`config.mk`:
```
export PLATFORM = sky130hd
export DESIGN_NAME = dla_platform_reset_sequencer
export DESIGN_NICKNAME = d
export VERILOG_FILES = /design/src/rtl/dla_platform_reset_sequencer.sv
export SDC_FILE = /design/constraint.sdc
export NUM_CORES = 1
export LEC_CHECK = 0
export CAP_MARGIN = 10
export CORE_MARGIN = 1
export CORE_UTILIZATION = 50
export DETAILED_ROUTE_END_ITERATION = 10
export GPL_ROUTABILITY_DRIVEN = 0
export PLACE_DENSITY = 0.8
export SLEW_MARGIN = 0
export SYNTH_ARGS = -nofsm -noshare
export SYNTH_HDL_FRONTEND = slang
export SYNTH_SLANG_ARGS = --single-unit
export TNS_END_PERCENT = 50
```
`constraint.sdc`:
```
create_clock -name clk -period 2.2 [get_ports clk]
set_input_delay 0.44 -clock clk [delete_from_list [all_inputs] [get_ports clk]]
set_output_delay 0.44 -clock clk [all_outputs]
set_load 0.01 [all_outputs]
```
`src/rtl/dla_platform_reset_sequencer.sv`:
```
// dla_platform_reset_sequencer: releases NUM_STAGES resets in index order, each gated on the previous stage's ready,
// with a sticky ready-timeout flag and a software reset req/ack handshake serviced only in RUN.
module dla_platform_reset_sequencer #(
  parameter int NUM_STAGES         = 4,
  parameter int HOLD_CYCLES        = 16,
  parameter int STAGE_GAP_CYCLES   = 8,
  parameter int ACK_TIMEOUT_CYCLES = 1024
) (
  input  logic                  clk,
  input  logic                  i_reset,
  input  logic                  i_sw_reset_req,
  output logic                  o_sw_reset_ack,
  input  logic [NUM_STAGES-1:0] i_stage_ready,
  output logic [NUM_STAGES-1:0] o_stage_resetn,
  output logic                  o_all_released,
  output logic                  o_timeout_err
);
  localparam int MHG  = HOLD_CYCLES > STAGE_GAP_CYCLES ? HOLD_CYCLES : STAGE_GAP_CYCLES;
  localparam int MAXC = MHG > ACK_TIMEOUT_CYCLES ? MHG : ACK_TIMEOUT_CYCLES;
  localparam int CW   = $clog2(MAXC + 1);
  localparam int SW   = NUM_STAGES > 1 ? $clog2(NUM_STAGES) : 1;
  typedef enum logic [1:0] {S_HOLD, S_WAIT, S_GAP, S_RUN} state_t;
  state_t                r_state, w_state;
  logic [CW-1:0]         r_cnt, w_cnt;
  logic [SW-1:0]         r_stage, w_stage;
  logic [NUM_STAGES-1:0] r_resetn, w_resetn;
  logic                  r_all, w_all, r_ack, w_ack, r_err, w_err, r_sw, w_sw;
  logic                  w_last, w_rdy;
  assign w_last = r_stage == SW'(NUM_STAGES - 1);
  assign w_rdy  = i_stage_ready[r_stage];
  // The release of stage k happens on the transition into WAIT(k); the last stage's GAP is a single cycle into RUN.
  always_comb begin
    w_state  = r_state;
    w_cnt    = r_cnt;
    w_stage  = r_stage;
    w_resetn = r_resetn;
    w_all    = r_all;
    w_ack    = 1'b0;
    w_err    = r_err;
    w_sw     = r_sw;
    case (r_state)
      S_HOLD:
        if (r_cnt == CW'(HOLD_CYCLES - 1)) begin
          w_state     = S_WAIT;
          w_cnt       = '0;
          w_stage     = '0;
          w_resetn[0] = 1'b1;
        end else w_cnt = r_cnt + 1'b1;
      S_WAIT:
        if (w_rdy || r_cnt == CW'(ACK_TIMEOUT_CYCLES - 1)) begin
          w_state = S_GAP;
          w_cnt   = '0;
          w_err   = r_err | ~w_rdy;
        end else w_cnt = r_cnt + 1'b1;
      S_GAP:
        if (w_last) begin
          w_state = S_RUN;
          w_cnt   = '0;
          w_all   = 1'b1;
          w_ack   = r_sw;
          w_sw    = 1'b0;
        end else if (r_cnt == CW'(STAGE_GAP_CYCLES)) begin
          w_state  = S_WAIT;
          w_cnt    = '0;
          w_stage  = r_stage + 1'b1;
          w_resetn = r_resetn | (NUM_STAGES'(1) << (r_stage + 1'b1));
        end else w_cnt = r_cnt + 1'b1;
      S_RUN:
        if (i_sw_reset_req) begin
          w_state  = S_HOLD;
          w_cnt    = '0;
          w_resetn = '0;
          w_all    = 1'b0;
          w_sw     = 1'b1;
        end
    endcase
  end
  always_ff @(posedge clk or posedge i_reset)
    if (i_reset) begin
      r_state  <= S_HOLD;
      r_cnt    <= '0;
      r_stage  <= '0;
      r_resetn <= '0;
      r_all    <= 1'b0;
      r_ack    <= 1'b0;
      r_err    <= 1'b0;
      r_sw     <= 1'b0;
    end else begin
      r_state  <= w_state;
      r_cnt    <= w_cnt;
      r_stage  <= w_stage;
      r_resetn <= w_resetn;
      r_all    <= w_all;
      r_ack    <= w_ack;
      r_err    <= w_err;
      r_sw     <= w_sw;
    end
  assign o_stage_resetn = r_resetn;
  assign o_all_released = r_all;
  assign o_sw_reset_ack = r_ack;
  assign o_timeout_err  = r_err;
endmodule
```
==> impl_metrics.json, run 1 <==
{
  "ff2ff_path_depth": 5,
  "fin_skew_ns": 0.00213,
  "cts_buffer_depth": 2,
  "portBuffers": 13,
  "postRouteAntennaNets": 0,
  "wl_met2_um": 1270,
  "die_y_um": 53.0,
  "netlist_area_um2": 1300,
  "grt_pass1_wl_um": 4150,
  "stdcell_area_um2": 1500,
  "n_fill_cell": 202,
  "pin_count": 14,
  "setup_viol": 0,
  "place_area_um2": 1470,
  "worst_pin_slew_ns": 0.624,
  "grt_usage": 0.209,
  "p_leak_uw": 0.000671,
  "tns_ns": 0,
  "endpoint_kind": "flop",
  "rows": 18,
  "start_kind": "flop",
  "hold_slack_ns": 0.453,
  "arrival_ns": 2.31,
  "power_frac_seq": 0.485,
  "synth.avg_cell_area_um2": 9.05,
  "diodes": 0,
  "die-area_um2": 2810,
  "p_int_uw": 845,
  "grt_max_degree": 24,
  "post_drt_wl_per_cell_um": 13.9,
  "r2r_slack_ns": 0.11,
  "maxCapViolations": 0,
  "first_pass_iters": 4,
  "finalCritPeriodShare": 0.951,
  "start_util": 0.526,
  "synth_edf_count": 0,
  "core_um2": 2480,
  "syn_nets": 157,
  "ir_drop_uv": 628,
  "place_inst": 185,
  "clkTransAtPathRegs_ns": 0.13,
  "gr-total-overflow": 0,
  "synth_seq_cells": 23,
  "seq_area_um2": 576,
  "grt_pass1_vias": 975,
  "hp-class": "in -> async",
  "synthCells": 144,
  "area_growth_pct": 15.0,
  "grt_setup_unrepaired": "no",
  "max_freq_ghz": 0.478,
  "num_vias": 1087,
  "slew_headroom": 0.584,
  "final_hold_viol_count": 0,
  "p_switching_uw": 578,
  "swShare": 0.406,
  "cts.sinks": 23,
  "multi_input_area_um2": 664,
  "numCtsBuffers": 3,
  "r2r-start": "r_cnt[7]",
  "crit_family": "simple AND/OR/NAND/NOR gates",
  "post-dp-hpwl_um": 1860,
  "clkPwrFrac": 0.143,
  "cp_cell_sequence": "or4_4 -> o41ai_1 -> a21oi_1 -> nor2_4 -> o211ai_1",
  "r2r-end": "r_cnt[4]",
  "yosys_warnings": 0,
  "highest_layer": "met4",
  "critPathKind": "reg -> reg",
  "finalCriticalPeriod_ns": 2.09,
  "wl_met1_um": 1230,
  "cts_tree": "done",
  "critPathMaxFanout": 8,
  "met3_length_um": 74,
  "vias_per_cell": 5.75,
  "crit_slowest_cell": "or4_4",
  "clk_latency_ns": 0.32,
  "total_power_uw": 1420,
  "post_cts_buffers": 0,
  "status": "finished clean",
  "powerDensity_nw_per_um2": 950,
  "antenna_found_initial": 0,
  "synthArstFlopShare": 1.00,
  "path_depth": 5,
  "yosysSeqAreaShare": 0.442,
  "max_stage_delay_ns": 0.57,
  "drtIter0Drc": 31,
  "crit_required_ns": 2.41,
  "ctsResizeCount": 0,
  "cts-root-buf": "clkbuf_4",
  "yosys.cell_types.count": 39,
  "final_max_slew_viol_count": 0,
  "worst-path-buf-inv": 0,
  "h-tree-depth": 1,
  "finalNonFillerCells": 189,
  "layout.nets": 173,
  "routed_wirelength_um": 2630,
  "drcViolationCount": 0,
  "die_w_um": 53.0,
  "holdBufCountCts": 0,
  "synth_top_flop_cell": "dfrtp_1",
  "combPwrFrac": 0.372,
  "drive_above_1_share": 0.0943
}
## final cells by class
type | count | share of cell area
clock buffers | 4 | 0.0175
inverters | 7 | 0.0175
multi-input cells | 107 | 0.444
flip-flops and latches | 23 | 0.384
well taps | 30 | 0.0251
repair buffers | 18 | 0.112
## state kept, by name (all words and copies together) (netlist names)
signal	flops
r_cnt	11
o_stage_resetn	4
r_stage	2
r_state	2
o_all_released	1
o_sw_reset_ack	1
o_timeout_err	1
r_sw	1
## cells in the final DEF (no fill, tap or decap), drive strengths merged, types with 2 or more instances in the layout
cell type	n
clkbuf	4
xnor2	2
nor2b	2
and3	2
nand3b	4
ha	6
a31oi	2
xor2	2
o22ai	3
or4	2
o21ai	11
nor2	11
a21oi	14
nor3b	2
inv	7
buf	5
clkdlybuf4s50	13
nor4	2
dfrtp	23
nand2	22
nand3	4
nor3	2
## cell usage after synthesis, drive strengths merged (3+ instances only)
library cell,number,area share
dfrtp,23,0.44
clkbuf,4,0.012
nor2,11,0.037
buf,3,0.016
a21oi,14,0.054
nand3,4,0.015
inv,7,0.020
nand3b,4,0.023
ha,6,0.058
o21ai,11,0.042
nand2,22,0.063
o22ai,3,0.014
## how the worst max path moves through the flow
stage                          start  endpoint  slack, ns
finish                      r_cnt[7]  r_cnt[4]       0.11
global route                r_cnt[7]  r_cnt[4]      0.003
CTS                         r_cnt[7]  r_cnt[4]       0.13
detailed placement  i_stage_ready[2]  r_cnt[4]      -0.06
global placement    i_stage_ready[3]  r_cnt[4]     -0.003
floorplan                   r_cnt[7]  r_cnt[4]       0.38
## logic make-up after synthesis
| logic type | after synthesis | share of synthesized area |
|---|---|---|
| AOI/OAI and AO/OA | 36 | 0.157 |
| and+or+nand+nor | 59 | 0.244 |
| muxes | 2 | 0.0250 |
| adders and majority gates | 6 | 0.0576 |
| buffers and inverters | 14 | 0.0480 |
| xor gates and xnor gates | 4 | 0.0269 |
| DFF | 23 | 0.442 |
## power by group through the flow
stage	Clock, uW	Combinational, uW	Sequential, uW
after floorplan	0	400	628
after global placement	0	511	685
after detailed placement	0	532	696
after CTS	210	535	687
after global routing	224	598	713
final	204	529	690
## worst reg2reg max path: cells and delay by family (launching register included)
kind | cells | cell delay (ns)
AOI/OAI and AO/OA | 3 | 0.71
DFF | 1 | 0.45
and+or+nand+nor | 2 | 0.83
## per-stage QoR
step / setup slack (ns) / utilization
after floorplan: 0.377 / -
after global placement: -0.00277 / 0.594
after detailed placement: -0.0567 / 0.594
after CTS: 0.129 / 0.605
after global routing: 0.00313 / 0.605
final: 0.109 / 0.605
## metal layers
metal	vias to the layer above	global-route usage
li1	536	-
met2	26	0.338
met4	0	0.114
met3	5	0.0259
met1	520	0.268
met5	-	0
Power figures use the tool's default switching activity.
==> run 2: changes to the inputs <==
- CORE_MARGIN: 1 -> 4
- SKIP_LAST_GASP: unset -> 1
==> impl_metrics.json, run 2 (synthesis results as in run 1) <==
{
  "grt_pass1_vias": 1030,
  "grt_usage": 0.166,
  "largest_reg_flops": 11,
  "vias_per_cell": 5.77,
  "start_kind": "flop",
  "die_w_um": 59.0,
  "routed_wirelength_um": 2680,
  "die-area_um2": 3490,
  "endpoint_kind": "flop",
  "power_frac_seq": 0.455,
  "powerDensity_nw_per_um2": 959,
  "gr-total-overflow": 0,
  "arrival_ns": 2.20,
  "worst-path-buf-inv": 1,
  "max_stage_delay_ns": 0.44,
  "grt_setup_unrepaired": "no",
  "clkPwrFrac": 0.135,
  "pin_count": 14,
  "status": "finished clean",
  "layout_common_cells": "23 x dfrtp_1, 22 x nand2_1, 13 x a21oi_1, 13 x clkdlybuf4s50_1",
  "stdcell_area_um2": 1510,
  "setup_viol": 0,
  "worst_pin_slew_ns": 0.421,
  "n_fill_cell": 225,
  "drive_above_1_share": 0.106,
  "total_power_uw": 1450,
  "numCtsBuffers": 3,
  "fin_skew_ns": 0.00710,
  "grt_max_degree": 24,
  "top_register": "r_cnt",
  "antenna_found_initial": 0,
  "p_leak_uw": 0.000677,
  "combPwrFrac": 0.410,
  "p_int_uw": 862,
  "cts.sinks": 23,
  "start_util": 0.526,
  "critPathKind": "reg -> reg",
  "finalNonFillerCells": 190,
  "finalCritPeriodShare": 0.909,
  "h-tree-depth": 1,
  "clk_latency_ns": 0.31,
  "crit_required_ns": 2.40,
  "grt_pass1_wl_um": 4470,
  "postRouteAntennaNets": 0,
  "area_growth_pct": 15.9,
  "cts_buffer_depth": 2,
  "core_um2": 2480,
  "cp_cell_sequence": "ha_1 -> nand3_1 -> nor4_1 -> and2b_1 -> buf_4 -> nor2_1 -> o21ai_0",
  "final_hold_viol_count": 0,
  "p_switching_uw": 585,
  "die_y_um": 59.0,
  "crit_family": "simple AND/OR/NAND/NOR gates",
  "diodes": 0,
  "finalCriticalPeriod_ns": 2.00,
  "cts-root-buf": "clkbuf_4",
  "critPathMaxFanout": 6,
  "first_pass_iters": 4,
  "slew_headroom": 0.717,
  "crit_slowest_cell": "dfrtp_1",
  "hp-class": "in -> async",
  "post_drt_wl_per_cell_um": 14.1,
  "num_vias": 1096,
  "final_common_cell": "dfrtp_1",
  "post-dp-hpwl_um": 1980,
  "drtIter0Drc": 37,
  "rows": 18,
  "cts_tree": "done",
  "layout.nets": 174,
  "clkTransAtPathRegs_ns": 0.13,
  "swShare": 0.405,
  "maxCapViolations": 0,
  "place_area_um2": 1480,
  "place_inst": 186,
  "ir_drop_uv": 644,
  "final_max_slew_viol_count": 0,
  "drcViolationCount": 0,
  "max_freq_ghz": 0.500,
  "portBuffers": 13
}
run 2: through the flow:
| stage | worst slack (ns) | setup TNS [ns] | hold WS [ns] | util |
|---|---|---|---|---|
| 2_1_floorplan | 0.377 | 0 | 0.442 | - |
| 3_3_place_gp | -0.00613 | -0.00613 | 0.446 | 0.597 |
| 3_5_place_dp | -0.0607 | -0.365 | 0.470 | 0.597 |
| 4_1_cts | 0.173 | 0 | 0.454 | 0.608 |
| 5_1_grt | 0.0109 | 0 | 0.482 | 0.609 |
| 6_report | 0.199 | 0 | 0.446 | 0.609 |
run 2: power groups by stage:
stage               logic [uW]  clock network, uW  registers, uW
CTS                        590                202            654
floorplan                  400                  0            628
global placement           563                  0            651
finish                     593                196            658
detailed placement         587                  0            663
global route               664                217            674
run 2: tightest hold or removal path, cell delays in order:
cell             delay (ns)
clkdlybuf4s50_1        0.39
inv_1                  0.05
buf_4                  0.29
run 2: worst paths after layout:
path	start	to	slack [ns]	depth (start not counted)
max	r_cnt[0]	r_state[0]	0.20	7
min	i_reset	o_sw_reset_ack	0.45	3
max reg2reg	r_cnt[0]	r_state[0]	0.20	7
min reg2reg	o_timeout_err	o_timeout_err	0.49	1
max in group asynchronous	i_reset	r_cnt[9]	1.52	3
min in group clk	o_timeout_err	o_timeout_err	0.49	1
run 2: final cells by class:
class                   instances  area (um2)  area share
inverters                       7        26.3      0.0174
flip-flops and latches         23         576       0.381
multi-input cells             107         668       0.443
well taps                      30        37.5      0.0249
repair buffers                 19         175       0.116
clock buffers                   4        26.3      0.0174
run 2: what timing repair did:
action,4_1_cts,5_1_grt
buffers inserted,0,0
hold endpoints to repair,0,0
endpoints found under the setup margin,0,10
hold buffers,0,0
resized for setup,0,1
run 2: routing by layer:
layer,vias up,GRT usage,share of wire
li1,535,-,-
met2,17,0.270,0.48
met4,0,0.0647,0.014
met3,5,0.0305,0.036
met1,539,0.219,0.47
met5,-,0,0
==> run 3: changes to the inputs <==
- PLACE_DENSITY: 0.8 -> 0.83
- clock period: 2.2 -> 1.7 ns (I/O delays scaled with it)
==> impl_metrics.json, run 3 (synthesis results as in run 1) <==
{
  "die_y_um": 59.0,
  "final_hold_viol_count": 0,
  "crit_slowest_cell": "or4_4",
  "p_leak_uw": 0.000801,
  "gr-total-overflow": 0,
  "arrival_ns": 2.18,
  "worst-path-buf-inv": 0,
  "tns_ns": -2.24,
  "num_vias": 1206,
  "grt_usage": 0.205,
  "finalCritPeriodShare": 1.12,
  "vias_per_cell": 5.66,
  "drive_above_1_share": 0.262,
  "r2r-end": "r_stage[0]",
  "finish.utilization": 0.701,
  "finalNonFillerCells": 213,
  "diodes": 0,
  "grt_max_degree": 24,
  "cts.sinks": 23,
  "antenna_found_initial": 0,
  "grt_setup_unrepaired": "yes",
  "setup_viol": 19,
  "ff2ff_path_depth": 5,
  "status": "finished with violations",
  "cts-root-buf": "clkbuf_4",
  "die_w_um": 59.0,
  "hp-class": "in -> async",
  "postRouteAntennaNets": 0,
  "h-tree-depth": 1,
  "violations": "negative setup slack",
  "crit_family": "simple AND/OR/NAND/NOR gates",
  "maxCapViolations": 0,
  "routed_wirelength_um": 3330,
  "ir_drop_uv": 851,
  "final_common_cell": "buf_4",
  "finalCriticalPeriod_ns": 1.91,
  "powerDensity_nw_per_um2": 1170,
  "crit_required_ns": 1.97,
  "critPathMaxFanout": 3,
  "start_kind": "flop",
  "fin_skew_ns": 0.00934,
  "pin_count": 14,
  "die-area_um2": 3490,
  "slew_headroom": 0.729,
  "fin_ws_ns": -0.211,
  "post_drt_wl_per_cell_um": 15.6,
  "clk_latency_ns": 0.33,
  "hold_slack_ns": 0.339,
  "post-dp-hpwl_um": 2250,
  "final_max_slew_viol_count": 0,
  "max_stage_delay_ns": 0.57,
  "drcViolationCount": 0,
  "worst_pin_slew_ns": 0.406,
  "cts_buffer_depth": 2,
  "numCtsBuffers": 3,
  "cts_tree": "done",
  "largest_reg_flops": 11,
  "layout_common_cells": "29 x buf_4, 23 x dfrtp_1, 22 x nand2_1",
  "drtIter0Drc": 49,
  "max_freq_ghz": 0.523,
  "first_pass_iters": 4,
  "cp_cell_sequence": "or4_4 -> or4_4 -> nor4b_4 -> o21ai_1 -> o21ai_1",
  "grt_pass1_wl_um": 5400,
  "endpoint_kind": "flop",
  "place_inst": 205,
  "layout.nets": 197,
  "core_um2": 2480,
  "n_fill_cell": 190,
  "area_growth_pct": 33.3,
  "grt_pass1_vias": 1197,
  "critPathKind": "reg -> reg",
  "r2r_slack_ns": -0.21,
  "r2r-start": "r_cnt[9]",
  "rows": 18,
  "portBuffers": 13,
  "top_register": "r_cnt",
  "start_util": 0.526,
  "clkTransAtPathRegs_ns": 0.13
}
==> run 3: changes by cell type in the layout (fill, tap and decap cells not counted), sizes merged <==
cell / delta
buf: +23
==> run 3: timing repair <==
item / CTS / global route
setup endpoints to repair: 19 / 19
gates resized for setup: 4 / 7
hold buffers: 0 / 0
buffers inserted: 2 / 2
pin swaps: 1 / 2
hold endpoints to repair: 0 / 0
==> run 3: how the worst max path moves through the flow <==
stage	endpoint	cells after the start	from	slack [ns]
after floorplan	r_stage[0]	5	r_cnt[8]	-0.09
after global placement	r_cnt[3]	6	i_stage_ready[3]	-0.39
after detailed placement	r_cnt[4]	6	i_stage_ready[2]	-0.48
after CTS	r_stage[0]	5	r_cnt[9]	-0.19
after global routing	r_stage[0]	5	r_cnt[9]	-0.28
final	r_stage[0]	5	r_cnt[9]	-0.21
==> run 3: worst min-delay path, cell delays in order <==
cell	delay (ns)
clkdlybuf4s50_1	0.40
inv_1	0.05
buf_4	0.29
==> run 3: per-stage QoR <==
stage,area [um2],power [uW],worst slack (ns)
after floorplan,1310,1340,-0.0927
final,1740,2040,-0.211
after CTS,1690,2000,-0.189
after global placement,1630,1700,-0.395
after global routing,1740,2200,-0.278
after detailed placement,1630,1740,-0.484
==> run 3: final cells by class <==
class	instances	area (um2)	share of cell area
clock buffers	4	26.3	0.0151
inverters	7	26.3	0.0151
well taps	30	37.5	0.0216
flip-flops and latches	23	576	0.331
multi-input cells	107	723	0.416
repair buffers	42	348	0.200
==> run 3: power by group <==
group	switching [uW]	internal, uW	total [uW]
Sequential	126	679	805
Combinational	520	447	968
Clock	175	92.1	267
Total	822	1220	2040
==> run 3: metal layers <==
layer  routed length (um)  part of all wire  up-vias  GRT usage
met5                    0                 0        -          0
met4                   65             0.020        0     0.0874
met3                  160             0.048        4     0.0283
met2                 1650              0.50       37      0.349
met1                 1450              0.44      585      0.260
li1                     -                 -      580          -
